## config.mk

```make
export PLATFORM = sky130hd
export DESIGN_NAME = mod4_acc_sched_flat
export DESIGN_NICKNAME = d
export VERILOG_FILES = /design/src/rtl/mod4_pkg.sv /design/src/rtl/mod4_acc_sched_if.sv /design/src/rtl/mod4_acc_core.sv /design/src/rtl/mod4_acc_sched.sv /design/src/flat_wrapper.sv
export SDC_FILE = /design/constraint.sdc
export NUM_CORES = 1
export LEC_CHECK = 0
export ABC_AREA = 1
export CORE_ASPECT_RATIO = 0.7
export CORE_MARGIN = 8
export CORE_UTILIZATION = 40
export CTS_CLUSTER_DIAMETER = 80
export DETAILED_ROUTE_END_ITERATION = 10
export GPL_TIMING_DRIVEN = 0
export PLACE_DENSITY_LB_ADDON = 0.1
export SLEW_MARGIN = 10
export SYNTH_ARGS = -nofsm -noshare
export SYNTH_HDL_FRONTEND = slang
export SYNTH_SLANG_ARGS = --single-unit
```

## constraint.sdc

```tcl
create_clock -name CLK -period 2.6 [get_ports CLK]
set_input_delay 0.52 -clock CLK [delete_from_list [all_inputs] [get_ports CLK]]
set_output_delay 0.52 -clock CLK [all_outputs]
set_load 0.02 [all_outputs]
```

## src/rtl/mod4_pkg.sv

```systemverilog
// Shared types for the mod-4 accumulating scheduler: controller states and accumulator width.
package mod4_pkg;

    localparam int ACC_W = 2;

    typedef logic [ACC_W-1:0] acc_t;

    typedef enum logic [1:0] {
        ST_IDLE  = 2'd0,
        ST_ARB   = 2'd1,
        ST_PAUSE = 2'd2
    } state_t;

endpackage

```

## src/rtl/mod4_acc_sched_if.sv

```systemverilog
// Request/grant bundle between the requesters (master) and the scheduler (slave).
interface mod4_acc_sched_if #(
    parameter int N_REQ = 4
);
    import mod4_pkg::*;

    logic [N_REQ-1:0]   REQ;
    logic [2*N_REQ-1:0] INC;
    logic               HOLD;
    logic               CLR;
    logic [N_REQ-1:0]   GNT;
    acc_t               ACC;
    logic               O;
    logic               WRAP;

    modport master (
        output REQ, INC, HOLD, CLR,
        input  GNT, ACC, O, WRAP
    );

    modport slave (
        input  REQ, INC, HOLD, CLR,
        output GNT, ACC, O, WRAP
    );

endinterface

```

## src/rtl/mod4_acc_core.sv

```systemverilog
// Mod-4 accumulator with registered carry-out pulse and match compare; result visible the cycle after add_en.
// No backpressure: every enabled add is taken; clr wins over add.
module mod4_acc_core
    import mod4_pkg::*;
#(
    parameter acc_t MATCH = 2'b01
) (
    input  logic CLK,
    input  logic RST,
    input  logic add_en,
    input  acc_t wt,
    input  logic clr,
    output acc_t acc,
    output logic carry,
    output logic match
);

    acc_t             acc_q, acc_d;
    logic             carry_q, carry_d;
    logic [ACC_W:0]   sum;

    always_comb begin
        sum     = {1'b0, acc_q} + {1'b0, wt};
        acc_d   = acc_q;
        carry_d = 1'b0;
        if (clr) begin
            acc_d = '0;
        end else if (add_en) begin
            acc_d   = sum[ACC_W-1:0];
            carry_d = sum[ACC_W];
        end
    end

    always_ff @(posedge CLK or posedge RST) begin
        if (RST) begin
            acc_q   <= '0;
            carry_q <= 1'b0;
        end else begin
            acc_q   <= acc_d;
            carry_q <= carry_d;
        end
    end

    assign acc   = acc_q;
    assign carry = carry_q;
    // Moore output: depends only on the registered accumulator
    assign match = (acc_q == MATCH);

endmodule

```

## src/rtl/mod4_acc_sched.sv

```systemverilog
// Round-robin arbiter feeding the winner's weight into a mod-4 accumulator; grant and ACC update on the same edge.
// HOLD stalls arbitration, CLR zeroes ACC and suppresses the grant; a granted requester is masked for one edge.
module mod4_acc_sched
    import mod4_pkg::*;
#(
    parameter int   N_REQ = 4,
    parameter acc_t MATCH = 2'b01
) (
    input  logic             CLK,
    input  logic             RST,
    mod4_acc_sched_if.slave  bus
);

    localparam int PTR_W = (N_REQ > 1) ? $clog2(N_REQ) : 1;

    state_t             st_q, st_d;
    logic [PTR_W-1:0]   ptr_q, ptr_d;
    logic [N_REQ-1:0]   gnt_q, gnt_d;
    logic [N_REQ-1:0]   elig;
    logic               any_elig;
    logic               win_vld;
    logic [PTR_W-1:0]   win_idx;
    logic [PTR_W-1:0]   idx;
    acc_t               win_wt;
    acc_t               acc;
    logic               carry;
    logic               match;

    always_comb begin
        elig     = bus.REQ & ~gnt_q;
        any_elig = |elig;
        win_vld  = 1'b0;
        win_idx  = '0;
        idx      = '0;
        // Search upward from the pointer, wrapping at N_REQ-1
        for (int k = 0; k < N_REQ; k++) begin
            idx = PTR_W'((int'(ptr_q) + k) % N_REQ);
            if (!win_vld && elig[idx]) begin
                win_vld = 1'b1;
                win_idx = idx;
            end
        end
        if (bus.HOLD || bus.CLR) begin
            win_vld = 1'b0;
        end
        win_wt = acc_t'(bus.INC >> (2 * int'(win_idx)));

        gnt_d = '0;
        ptr_d = ptr_q;
        if (win_vld) begin
            gnt_d[win_idx] = 1'b1;
            ptr_d          = PTR_W'((int'(win_idx) + 1) % N_REQ);
        end

        st_d = st_q;
        case (st_q)
            ST_IDLE: begin
                if (bus.HOLD)      st_d = ST_PAUSE;
                else if (any_elig) st_d = ST_ARB;
            end
            ST_ARB: begin
                if (bus.HOLD)       st_d = ST_PAUSE;
                else if (!any_elig) st_d = ST_IDLE;
            end
            ST_PAUSE: begin
                if (!bus.HOLD)     st_d = any_elig ? ST_ARB : ST_IDLE;
            end
            default:               st_d = ST_IDLE;
        endcase
    end

    always_ff @(posedge CLK or posedge RST) begin
        if (RST) begin
            st_q  <= ST_IDLE;
            ptr_q <= '0;
            gnt_q <= '0;
        end else begin
            st_q  <= st_d;
            ptr_q <= ptr_d;
            gnt_q <= gnt_d;
        end
    end

    mod4_acc_core #(
        .MATCH (MATCH)
    ) u_core (
        .CLK    (CLK),
        .RST    (RST),
        .add_en (win_vld),
        .wt     (win_wt),
        .clr    (bus.CLR),
        .acc    (acc),
        .carry  (carry),
        .match  (match)
    );

    assign bus.GNT  = gnt_q;
    assign bus.ACC  = acc;
    assign bus.WRAP = carry;
    assign bus.O    = match;

endmodule

```

## src/flat_wrapper.sv

```systemverilog
// flat-port wrapper written by rule: the top's interface ports become plain ports
module mod4_acc_sched_flat import mod4_pkg::*;
#(
    parameter int   N_REQ = 4,
    parameter acc_t MATCH = 2'b01
)
  (CLK, RST, bus_REQ, bus_INC, bus_HOLD, bus_CLR, bus_GNT, bus_ACC, bus_O, bus_WRAP);
  mod4_acc_sched_if #(.N_REQ(N_REQ)) bus_i ();
  input  logic CLK;
  input  logic RST;
  input wire logic [$bits(bus_i.REQ)-1:0] bus_REQ;
  input wire logic [$bits(bus_i.INC)-1:0] bus_INC;
  input wire logic [$bits(bus_i.HOLD)-1:0] bus_HOLD;
  input wire logic [$bits(bus_i.CLR)-1:0] bus_CLR;
  output wire logic [$bits(bus_i.GNT)-1:0] bus_GNT;
  output wire logic [$bits(bus_i.ACC)-1:0] bus_ACC;
  output wire logic [$bits(bus_i.O)-1:0] bus_O;
  output wire logic [$bits(bus_i.WRAP)-1:0] bus_WRAP;
  assign bus_i.REQ = bus_REQ;
  assign bus_i.INC = bus_INC;
  assign bus_i.HOLD = bus_HOLD;
  assign bus_i.CLR = bus_CLR;
  assign bus_GNT = bus_i.GNT;
  assign bus_ACC = bus_i.ACC;
  assign bus_O = bus_i.O;
  assign bus_WRAP = bus_i.WRAP;
  mod4_acc_sched #(.N_REQ(N_REQ), .MATCH(MATCH)) u_core (.CLK(CLK), .RST(RST), .bus(bus_i));
endmodule
```

==> results of run 1 <==
-- final cells by class --
class | instances | area (um2) | share of cell area (%)
clock inverters | 1 | 5.005 | 0.3846
inverters | 25 | 108.9 | 8.365
multi-input cells | 90 | 598.1 | 45.96
plain buffers | 2 | 22.52 | 1.731
flip-flops and latches | 9 | 226.5 | 17.40
clock buffers | 3 | 22.52 | 1.731
well taps | 32 | 40.04 | 3.077
repair buffers | 28 | 277.8 | 21.35
-- layer usage --
metal,vias up,wire [um],track usage (%),share of wire [%]
met3,2,138,2.158,6.2
met2,32,986,17.07,45
met5,-,0,0,0
met1,410,1073,14.86,48
li1,466,-,-,-
met4,0,17,4.348,0.77
-- worst register-to-register path, cell delays in order, from the launching register on --
cell	delay, ns
dfrtp_2	0.47
inv_4	0.12
nand2_1	0.07
nand2_2	0.11
nand3_2	0.09
nand2_4	0.12
nand4_1	0.09
nand3_1	0.11
nand2_2	0.09
buf_4	0.15
nand3_1	0.08
nand2_1	0.06
ha_1	0.18
fa_1	0.48
nand3_1	0.07
nand2_1	0.07
-- kinds of logic (layout without fill, tap and decap cells) --
logic type	after synthesis	after routing	share of synthesized area, %
and+or+nand+nor	82	82	49.79
buffers and inverters	27	59	13.76
DFF	9	9	25.53
AOI/OAI and AO/OA	2	2	1.560
adders and majority gates	6	6	9.362
-- Yosys cell counts --
cell,number
nor2_1,8
fa_1,1
nand2_2,5
nand3_2,3
buf_6,2
nand4_1,7
inv_1,22
nand2_1,31
o21ai_2,1
a21oi_1,1
ha_1,5
nand4_4,1
nand3_4,1
nand3_1,23
dfrtp_1,9
nand2_4,3
inv_6,1
inv_2,2
-- final timing paths --
check | to | cells after the start | startpoint
max | u_core.u_core.acc[1]$_DFFE_PP0P_ | 15 | u_core.ptr_q[1]$_DFFE_PP0P_
min | u_core.u_core.acc[1]$_DFFE_PP0P_ | 2 | RST
max reg2reg | u_core.u_core.acc[1]$_DFFE_PP0P_ | 15 | u_core.ptr_q[1]$_DFFE_PP0P_
min reg2reg | u_core.u_core.acc[0]$_DFFE_PP0P_ | 2 | u_core.u_core.acc[0]$_DFFE_PP0P_
max in group asynchronous | u_core.ptr_q[1]$_DFFE_PP0P_ | 2 | RST
min in group CLK | u_core.u_core.acc[0]$_DFFE_PP0P_ | 2 | u_core.u_core.acc[0]$_DFFE_PP0P_
-- power by group --
part | switching [mW] | internal [mW]
combinational | 0.838 | 0.574
clock | 0.0504 | 0.0567
sequential | 0.0469 | 0.190
-- per-stage QoR --
stage / utilization, % / area [um2] / hold slack (ns) / setup TNS (ns) / instances
floorplan: - / 882.1 / 0.3479 / 0 / 126
global placement: 54.37 / 1152 / 0.5676 / -0.4354 / 181
detailed placement: 54.37 / 1152 / 0.5847 / -0.5333 / 181
CTS: 55.79 / 1182 / 0.5163 / 0 / 185
global route: 61.39 / 1301 / 0.5580 / -0.005735 / 190
finish: 61.39 / 1301 / 0.5128 / 0 / 190
-- flip-flops by register name, indices dropped and copies added, names as in the netlist --
| register | cells |
|---|---|
| u_core.ptr_q | 2 |
| u_core.bus.GNT | 4 |
| u_core.u_core.acc | 2 |
| u_core.u_core.carry | 1 |
-- repair_timing --
item                                    CTS  global route
cloned                                    0             0
endpoints found under the setup margin    1             2
pin swaps                                 0             8
endpoints found under the hold margin     0             0
buffers inserted                          0             5
resized for setup                         1            22
==> impl_results.md, run 1 <==
- Period minus WS final: ~2.4 ns
- Arrival time worst endpoint: roughly 2.6 ns
- Sinks on Clock Net: 9
- Max-slew headroom: approximately 78%
- Worst-margin pin slew: 0.3245 ns
- Vias post-DR: 910
- Commonest non-fill, non-tap cell in the layout: nand2_1
- Final Cycle Share: 92.65%
- ANT cells: 0
- Grt ovf: 0
- Final Max Tran Viols: 0
- Floorplan row count: 14
- Port Buf Inserts: 23
- Core outline area: between 2000 and 2500 um2
- Clock root buffer: clkbuf_4
- Setup violators final: 0
- Fmax: 415.1 MHz
- PD cells: ~1300 nW/um2
- Synth area leader: dfrtp_1
- Final setup margin: 0.1910 ns
- Area contributors post-synth: dfrtp_1 (26%), nand2_1 (13%), nand3_1 (13%)
- Top-Level Pins: 24
- H-tree depth: 1
- CP Capture Type: register
- Final ANT Viol Nets: 0
- Fillcell total: approximately 190
- Syn. warnings: 0
- Detailed placement HPWL: ~1.7 mm
- DRC viols: 0
- Die area: 3988 um2
- Critical path's slowest cell: fa_1
- Critical Path RT: between 2 and 3 ns
- Layout cells sized above 1: 27.22%
- Final Wtd Congestion: just over 0.8
- Skew-Pair Late Insertion Delay: about 0.26 ns
- Final Power: about 1.8 mW
- Drt wl/cell: around 12 um
- CTS max path bufs: 2
- Startpoint Class: register
- FF-to-FF setup slack: 0.19 ns
- Post-synthesis cell count: approximately 130
- Vias in the first global route: between 800 and 900
- Antenna violations before repair: 0
- Clock transition at path regs: roughly 0.07 ns
- Max Cap Viol: 0
- Fin Clk Skew: 0.003143 ns
- First-pass detailed-route iteration total: 4
- Total CTS buffers: 3
- Crit path largest cell delay: 0.48 ns
- First DRT Iteration DRCs: 43
- Area growth syn-to-layout: 47.52%
- Post-synth top area share: 25.53%
- Buffers & Inverters on Critical Path: 2
- First-pass GRT wire length: approximately 3.8 mm
- Cell Area, Synth: roughly 900 um2
- Die Span Y: 55.29 um
- Nets: ~180
- Outcome: finished clean
- Cell Chain, Critical Path: inv_4 -> nand2_1 -> nand2_2 -> nand3_2 -> nand2_4 -> nand4_1 -> nand3_1 -> nand2_2 -> buf_4 -> nand3_1 -> nand2_1 -> ha_1 -> fa_1 -> nand3_1 -> nand2_1
- Final Hold Fails: 0
- Vias per cell: approximately 4.8
- GRT Total Usage: approximately 11%
- Routed WL: 2.215 mm
- Commonest cells after routing, fill and taps aside: nand2_1 (28), inv_1 (21), clkdlybuf4s50_1 (19)
- Cell family contributing the most delay on the critical path: simple AND/OR/NAND/NOR gates
- Register area share after synthesis: 25.53%
- CTS Hold Buffers Added: 0
- Die Wd: a little over 70 um
- Cell variety after synth: 18
- Flops & latches, synth: 9
- Largest net degree at the start of global routing: 11
- Initial Utilization: between 40% and 50%
- P_leak: roughly 0.70 nW
- Hold crit path type: input pin to async pin
- VDD IR-drop max: about 0.00047 V
- TritonCTS clock tree: yes
- Place WS: -0.3128 ns
- Critical path class: register to register
- Critical-path maximum fanout: 8
- Syn Area/Cell: 7.001 um2
- Net Count, Synth: 148
Power figures use the tool's default switching activity.
==> run 2, diff against run 1 <==
--- a/config.mk
+++ b/config.mk
@@ -6,11 +6,11 @@
 export NUM_CORES = 1
 export LEC_CHECK = 0
 export ABC_AREA = 1
-export CORE_ASPECT_RATIO = 0.7
 export CORE_MARGIN = 8
 export CORE_UTILIZATION = 40
 export CTS_CLUSTER_DIAMETER = 80
 export DETAILED_ROUTE_END_ITERATION = 10
+export GPL_ROUTABILITY_DRIVEN = 0
 export GPL_TIMING_DRIVEN = 0
 export PLACE_DENSITY_LB_ADDON = 0.1
 export SLEW_MARGIN = 10
==> constraint.sdc (replaced) <==
create_clock -name CLK -period 2.6 [get_ports CLK]
set_input_delay 0.39 -clock CLK [delete_from_list [all_inputs] [get_ports CLK]]
set_output_delay 0.39 -clock CLK [all_outputs]
set_load 0.02 [all_outputs]
==> run 2 against run 1 <==
  * Maximum frequency shrank 1.1%
  * Count of clock-buffer cells in the layout rose by 1
  * Worst setup slack worse by 0.028 ns
  * Critical path type is now input pin to register
  * Clock skew down 0.0016 ns
  * Critical path depth is 1 lower
  * Die area shrank 0.60%
  * Core utilization fell by 5.7 points
  * Worst hold slack lost 0.13 ns
==> impl_results.md, run 2 (synthesized netlist as in run 1, its figures left out) <==
- VDD IR-drop max: 0.0005574 V (+18%)
- Hold crit path type: input pin to async pin
- TritonCTS clock tree: yes
- Cell Chain, Critical Path: clkdlybuf4s50_1 -> nand3_1 -> nand3_2 -> nand2_4 -> nand2_4 -> nand3_2 -> nand3_4 -> nand2_1 -> nand3_1 -> nand2_1 -> ha_1 -> fa_1 -> nand3_1 -> nand2_1
- Worst Reg2Reg Path Length in Cells: 14 (-1)
- Fmax: 410.4 MHz (-1.1%)
- Skew-Pair Late Insertion Delay: 0.25 ns (about the same)
- Final Hold Fails: 0 (unchanged)
- Largest net degree at the start of global routing: 11 (unchanged)
- DRC viols: 0 (unchanged)
- GRT Total Usage: 10.12% (-1.0 points)
- Port Buf Inserts: 23 (unchanged)
- Fin Clk Skew: 0.001506 ns (-0.001637 ns)
- Commonest cells after routing, fill and taps aside: nand2_1 (31), nand3_1 (23), clkdlybuf4s50_1 (23)
- Grt ovf: 0 (unchanged)
- First-pass GRT wire length: 3.463 mm (-7.7%)
- Buffers & Inverters on Critical Path: 1 (-1)
- Outcome: finished clean
- H-tree depth: 1 (unchanged)
- Die Wd: 62.96 um (-13%)
- FF-to-FF End: u_core.u_core.acc[1]$_DFFE_PP0P_
- Nets: 179 (-1.1%)
- Final Power: 1.542 mW (-12%)
- FF-to-FF setup slack: 0.19 ns (about the same)
- Critical-path maximum fanout: 7 (-1)
- Setup violators final: 0 (unchanged)
- Cell family contributing the most delay on the critical path: simple AND/OR/NAND/NOR gates
- PD cells: 1289 nW/um2 (-4.5%)
- Clock transition at path regs: 0.06 ns (about the same)
- Area growth syn-to-layout: 35.60%
- Worst-margin pin slew: 0.3154 ns (-0.009125 ns)
- Detailed placement HPWL: 1.590 mm (-7.8%)
- Critical path class: input pin to register
- P_leak: 0.6282 nW (-10%)
- Layout cells sized above 1: 16.67% (-11 points)
- Final Cycle Share: 93.72% (+1.1 points)
- Total CTS buffers: 3 (unchanged)
- CTS max path bufs: 2 (unchanged)
- First-pass detailed-route iteration total: 4 (unchanged)
- Vias post-DR: 875 (-3.8%)
- Top-Level Pins: 24 (unchanged)
- Number of flip-flops in the largest register: 4 (unchanged)
- Commonest non-fill, non-tap cell in the layout: nand2_1
- Worst r2r src: u_core.ptr_q[1]$_DFFE_PP0P_
- Max Cap Viol: 0 (unchanged)
- Critical Path RT: 2.75 ns (-0.05 ns)
- Max-slew headroom: 78.95% (+0.61 points)
- CP startpoint: bus_REQ[3]
- Routed WL: 1.932 mm (-13%)
- Vias in the first global route: 839 (-5.1%)
- Clock root buffer: clkbuf_4
- Dpl cell area: 1147 um2 (-0.43%)
- Antenna violations before repair: 0 (unchanged)
- RSZ-0062 raised after global routing: false
- Die Span Y: 62.96 um (+14%)
- Floorplan row count: 17 (+3)
- Critical path's slowest cell: clkdlybuf4s50_1
- Vias per cell: 4.755 (-0.71%)
- Final std cell area, no fill: 1196 um2 (-8.1%)
- Sinks on Clock Net: 9 (unchanged)
- Period minus WS final: 2.437 ns (+0.02771 ns)
- First DRT Iteration DRCs: 44 (+2.3%)
- Core outline area: 2148 um2 (+1.4%)
- Drt wl/cell: 10.50 um (-9.9%)
- Initial Utilization: 41.06% (-0.56 points)
- Die area: 3964 um2 (-0.60%)
- Final ANT Viol Nets: 0 (unchanged)
- Crit path largest cell delay: 0.49 ns (about the same)
- Util after Layout: 55.68% (-5.7 points)
- Final Max Tran Viols: 0 (unchanged)
- CP Capture Type: register
- Arrival time worst endpoint: 2.59 ns (-0.02 ns)
- ANT cells: 0 (unchanged)
- Startpoint Class: input pin
run 2: cell count changes in the layout (fill, tap and decap cells not counted), sizes merged:
cell	before	now
clkinv	2	0
clkdlybuf4s50	19	23
dlymetal6s2s	4	0
inv	24	25
clkbuf	3	4
buf	7	5
run 2: worst reg2reg max path: cells and delay by family (launching register included):
| family | cells | cell delay [ns] |
|---|---|---|
| buffers and inverters | 1 | 0.15 |
| AND/OR/NAND/NOR | 11 | 1.08 |
| flip-flops | 1 | 0.46 |
| adder cells (fa/ha/maj) | 2 | 0.61 |
run 2: how the worst max path moves through the flow:
stage / end / cells after the start / slack, ns
6_report: u_core.u_core.acc[1]$_DFFE_PP0P_ / 14 / 0.16
3_3_place_gp: u_core.u_core.acc[1]$_DFFE_PP0P_ / 14 / -0.11
2_1_floorplan: u_core.u_core.acc[1]$_DFFE_PP0P_ / 15 / 0.40
4_1_cts: u_core.u_core.acc[1]$_DFFE_PP0P_ / 14 / 0.13
5_1_grt: u_core.u_core.acc[1]$_DFFE_PP0P_ / 14 / 0.007
3_5_place_dp: u_core.u_core.acc[1]$_DFFE_PP0P_ / 14 / -0.15
run 2: area by class of cell:
| type | instances | area (um2) |
|---|---|---|
| sequential | 9 | 225.2 |
| inverter | 25 | 98.84 |
| fill | 214 | 952.2 |
| timing repair buffer | 26 | 252.7 |
| buffer | 2 | 22.52 |
| tap | 28 | 35.03 |
| multi-input combinational | 90 | 535.5 |
| clock buffer | 4 | 26.28 |
run 2: layer usage:
metal	GRT usage (%)	routed length, um	vias to the layer above
li1	-	-	461
met1	11.81	881	382
met2	16.65	900	28
met4	3.419	25	0
met3	3.584	124	4
met5	0	0	-
run 2: stage by stage:
| stage | cells | setup TNS [ns] | worst slack, ns | hold slack (ns) |
|---|---|---|---|---|
| after floorplan | 126 | 0 | 0.3994 | 0.2179 |
| after global placement | 177 | -0.1147 | -0.1069 | 0.5587 |
| after detailed placement | 177 | -0.2000 | -0.1500 | 0.5710 |
| after CTS | 181 | 0 | 0.1258 | 0.3868 |
| after global routing | 184 | 0 | 0.007344 | 0.4075 |
| final | 184 | 0 | 0.1633 | 0.3852 |
run 2: timing repair:
action | CTS | global route
endpoints found under the setup margin | 0 | 1
buffers inserted | 0 | 3
endpoints found under the hold margin | 0 | 0
gates resized for setup | 0 | 1
hold buffers | 0 | 0
run 2: where the power goes:
part           switching, mW  internal [mW]  total, mW
Combinational          0.749          0.458       1.21
Clock                 0.0447         0.0589      0.104
Sequential            0.0422          0.189      0.231
==> run 3, diff against run 2 <==
--- a/config.mk
+++ b/config.mk
@@ -6,6 +6,7 @@
 export NUM_CORES = 1
 export LEC_CHECK = 0
 export ABC_AREA = 1
+export ABC_CLOCK_PERIOD_IN_PS = 2600
 export CORE_MARGIN = 8
 export CORE_UTILIZATION = 40
 export CTS_CLUSTER_DIAMETER = 80
@@ -13,6 +14,7 @@
 export GPL_ROUTABILITY_DRIVEN = 0
 export GPL_TIMING_DRIVEN = 0
 export PLACE_DENSITY_LB_ADDON = 0.1
+export SETUP_SLACK_MARGIN = 0.15
 export SLEW_MARGIN = 10
 export SYNTH_ARGS = -nofsm -noshare
 export SYNTH_HDL_FRONTEND = slang
==> run 3 against run 2 <==
  * Combinational power is 26% higher
  * First-iteration DRC count is 25% higher
  * Clock skew is 0.0025 ns higher
  * Count of clock-buffer cells in the layout stayed put
  * Critical path type is now register to register
  * Largest cell class unchanged
==> impl_results.md, run 3 (synthesized netlist as in run 1, its figures left out) <==
- PD cells: 1373 nW/um2 (+6.5%)
- Final ANT Viol Nets: 0 (unchanged)
- Vias per cell: 4.856 (+2.1%)
- Arrival time worst endpoint: 2.47 ns (-0.12 ns)
- P_leak: 0.7313 nW (+16%)
- Internal: 908.0 uW (+29%)
- Global routing met2 resource utilization: 17.16% (+0.51 points)
- Sequential Area: 226.5 um2 (+0.56%)
- TritonCTS clock tree: yes
- First DRT Iteration DRCs: 55 (+25%)
- H-tree depth: 1 (unchanged)
- CTS Hold Buffers Added: 0 (unchanged)
- Die Span Y: 62.96 um (unchanged)
- Final Power: 1.864 mW (+21%)
- Nets: 189 (+5.6%)
- Max Cap Viol: 0 (unchanged)
- CP startpoint: u_core.ptr_q[0]$_DFFE_PP0P_
- Grt peak-use layer: met2
- Critical path class: register to register
- Layout cells sized above 1: 30.72% (+14 points)
- Clock transition at path regs: 0.06 ns (about the same)
- Critical path's slowest cell: dfrtp_1
- Startpoint Class: register
- Area growth syn-to-layout: 53.90%
- Final Cycle Share: 89.16% (-4.6 points)
- Cell family contributing the most delay on the critical path: simple AND/OR/NAND/NOR gates
- First-pass GRT wire length: 3.519 mm (+1.6%)
- Setup TNS: 0 ns (unchanged)
- Final Max Tran Viols: 0 (unchanged)
- Grt ovf: 0 (unchanged)
- Largest net degree at the start of global routing: 11 (unchanged)
- Final std cell area, no fill: 1358 um2 (+13%)
- Die Wd: 62.96 um (unchanged)
- Initial Utilization: 41.06% (unchanged)
- Sequential Power Share: 12.6% (-2.4 points)
- Psw: 956.3 uW (+14%)
- Top-Level Pins: 24 (unchanged)
- Skew-Pair Late Insertion Delay: 0.26 ns (about the same)
- Non-filler cells, final: 194 (+5.4%)
- Worst r2r src: u_core.ptr_q[0]$_DFFE_PP0P_
- Clock power frac: 5.5% (-1.2 points)
- DRC viols: 0 (unchanged)
- Commonest non-fill, non-tap cell in the layout: nand2_1
- GRT met3 Usage: 3.584% (unchanged)
- Worst-margin pin slew: 0.3205 ns (+0.005125 ns)
- Crit path largest cell delay: 0.40 ns (-0.09 ns)
- Clock root buffer: clkbuf_4
- RSZ-0062 raised after global routing: false
- Vias in the first global route: 863 (+2.9%)
- Critical Path RT: 2.75 ns (about the same)
- Total CTS buffers: 3 (unchanged)
- Fillcell total: 201 (-6.1%)
- Outcome: finished clean
- Antenna violations before repair: 0 (unchanged)
- ANT cells: 0 (unchanged)
- Dpl cells: 177 (unchanged)
- Critical-path maximum fanout: 7 (unchanged)
- Worst hold margin: 0.3864 ns (+0.001155 ns)
- Port Buf Inserts: 23 (unchanged)
- Number of flip-flops in the largest register: 4 (unchanged)
- Routed WL: 2.244 mm (+16%)
- Detailed placement HPWL: 1.590 mm (unchanged)
- Util after Layout: 63.19% (+7.5 points)
- Period minus WS final: 2.318 ns (-0.1186 ns)
- Max-slew headroom: 78.61% (-0.34 points)
- Logic pwr share: 81.9% (+3.6 points)
- Final Hold Fails: 0 (unchanged)
- Floorplan row count: 17 (unchanged)
- Place WS: -0.1500 ns (unchanged)
- Sinks on Clock Net: 9 (unchanged)
- Drt wl/cell: 11.57 um (+10%)
- Vias post-DR: 942 (+7.7%)
- Die area: 3964 um2 (unchanged)
- Area occupied by multi-input gates: 610.6 um2 (+14%)
- CTS max path bufs: 2 (unchanged)
- Fmax: 431.4 MHz (+5.1%)
- CP Capture Type: register
- First-pass detailed-route iteration total: 4 (unchanged)
- Switching Fraction: 51.29% (-2.9 points)
- Hold crit path type: input pin to async pin
- Dpl cell area: 1147 um2 (unchanged)
- Buffers & Inverters on Critical Path: 3 (+2)
- Setup violators final: 0 (unchanged)
- Core outline area: 2148 um2 (unchanged)
- Final setup margin: 0.2819 ns (+0.1186 ns)
- Commonest cells after routing, fill and taps aside: nand2_1 (27), inv_1 (21), clkdlybuf4s50_1 (19)
- GRT Total Usage: 10.27% (+0.15 points)
- VDD IR-drop max: 0.0006413 V (+15%)
- GR met1 Demand/Resource: 11.81% (unchanged)
- Cell Chain, Critical Path: buf_6 -> inv_8 -> nand2_1 -> nand2_2 -> nand3_2 -> nand2_4 -> nand4_1 -> nand3_1 -> nand2_2 -> inv_2 -> nand3_1 -> nand2_1 -> ha_2 -> fa_1 -> nand3_1 -> nand2_1
- Fin Clk Skew: 0.004048 ns (+0.002542 ns)
[run 3: cell count changes in the layout (fill, tap and decap cells not counted), sizes merged]
cell,delta
buf,+10
clkdlybuf4s50,-4
dlymetal6s2s,+4
[run 3: power groups by stage]
stage                     Sequential [mW]  Combinational, mW  Clock, mW
final                               0.234               1.53      0.103
after global routing                0.242               1.67      0.117
after CTS                           0.230               1.20      0.109
after detailed placement            0.233               1.19          0
after global placement              0.229               1.16          0
after floorplan                     0.266              0.872          0
[run 3: worst paths after layout]
kind | endpoint | slack [ns] | cells after the start
max in group asynchronous | u_core.ptr_q[1]$_DFFE_PP0P_ | 1.95 | 2
worst min-delay path | u_core.u_core.carry$_DFF_PP0_ | 0.39 | 2
worst max-delay path | u_core.u_core.acc[1]$_DFFE_PP0P_ | 0.28 | 16
min in group CLK | u_core.u_core.acc[0]$_DFFE_PP0P_ | 0.58 | 2
worst min register to register | u_core.u_core.acc[0]$_DFFE_PP0P_ | 0.58 | 2
worst max register to register | u_core.u_core.acc[1]$_DFFE_PP0P_ | 0.28 | 16
[run 3: final cells by class]
cell class,count,share of cell area [%]
multi-input combinational,90,44.98
clock buffer,4,1.935
tap,28,2.581
inverter,25,7.465
sequential,9,16.68
buffer,2,1.659
timing repair buffer,36,24.70
[run 3: routing by layer]
layer	wire length (um)	share of wire [%]
met1	930	41
met2	1156	52
met3	132	5.9
met4	25	1.1
met5	0	0
[run 3: what timing repair did]
action / in CTS / in global routing
buffers inserted: 0 / 12
pin swaps: 0 / 7
gates cloned: 0 / 1
resized for setup: 1 / 23
setup endpoints to repair: 1 / 2
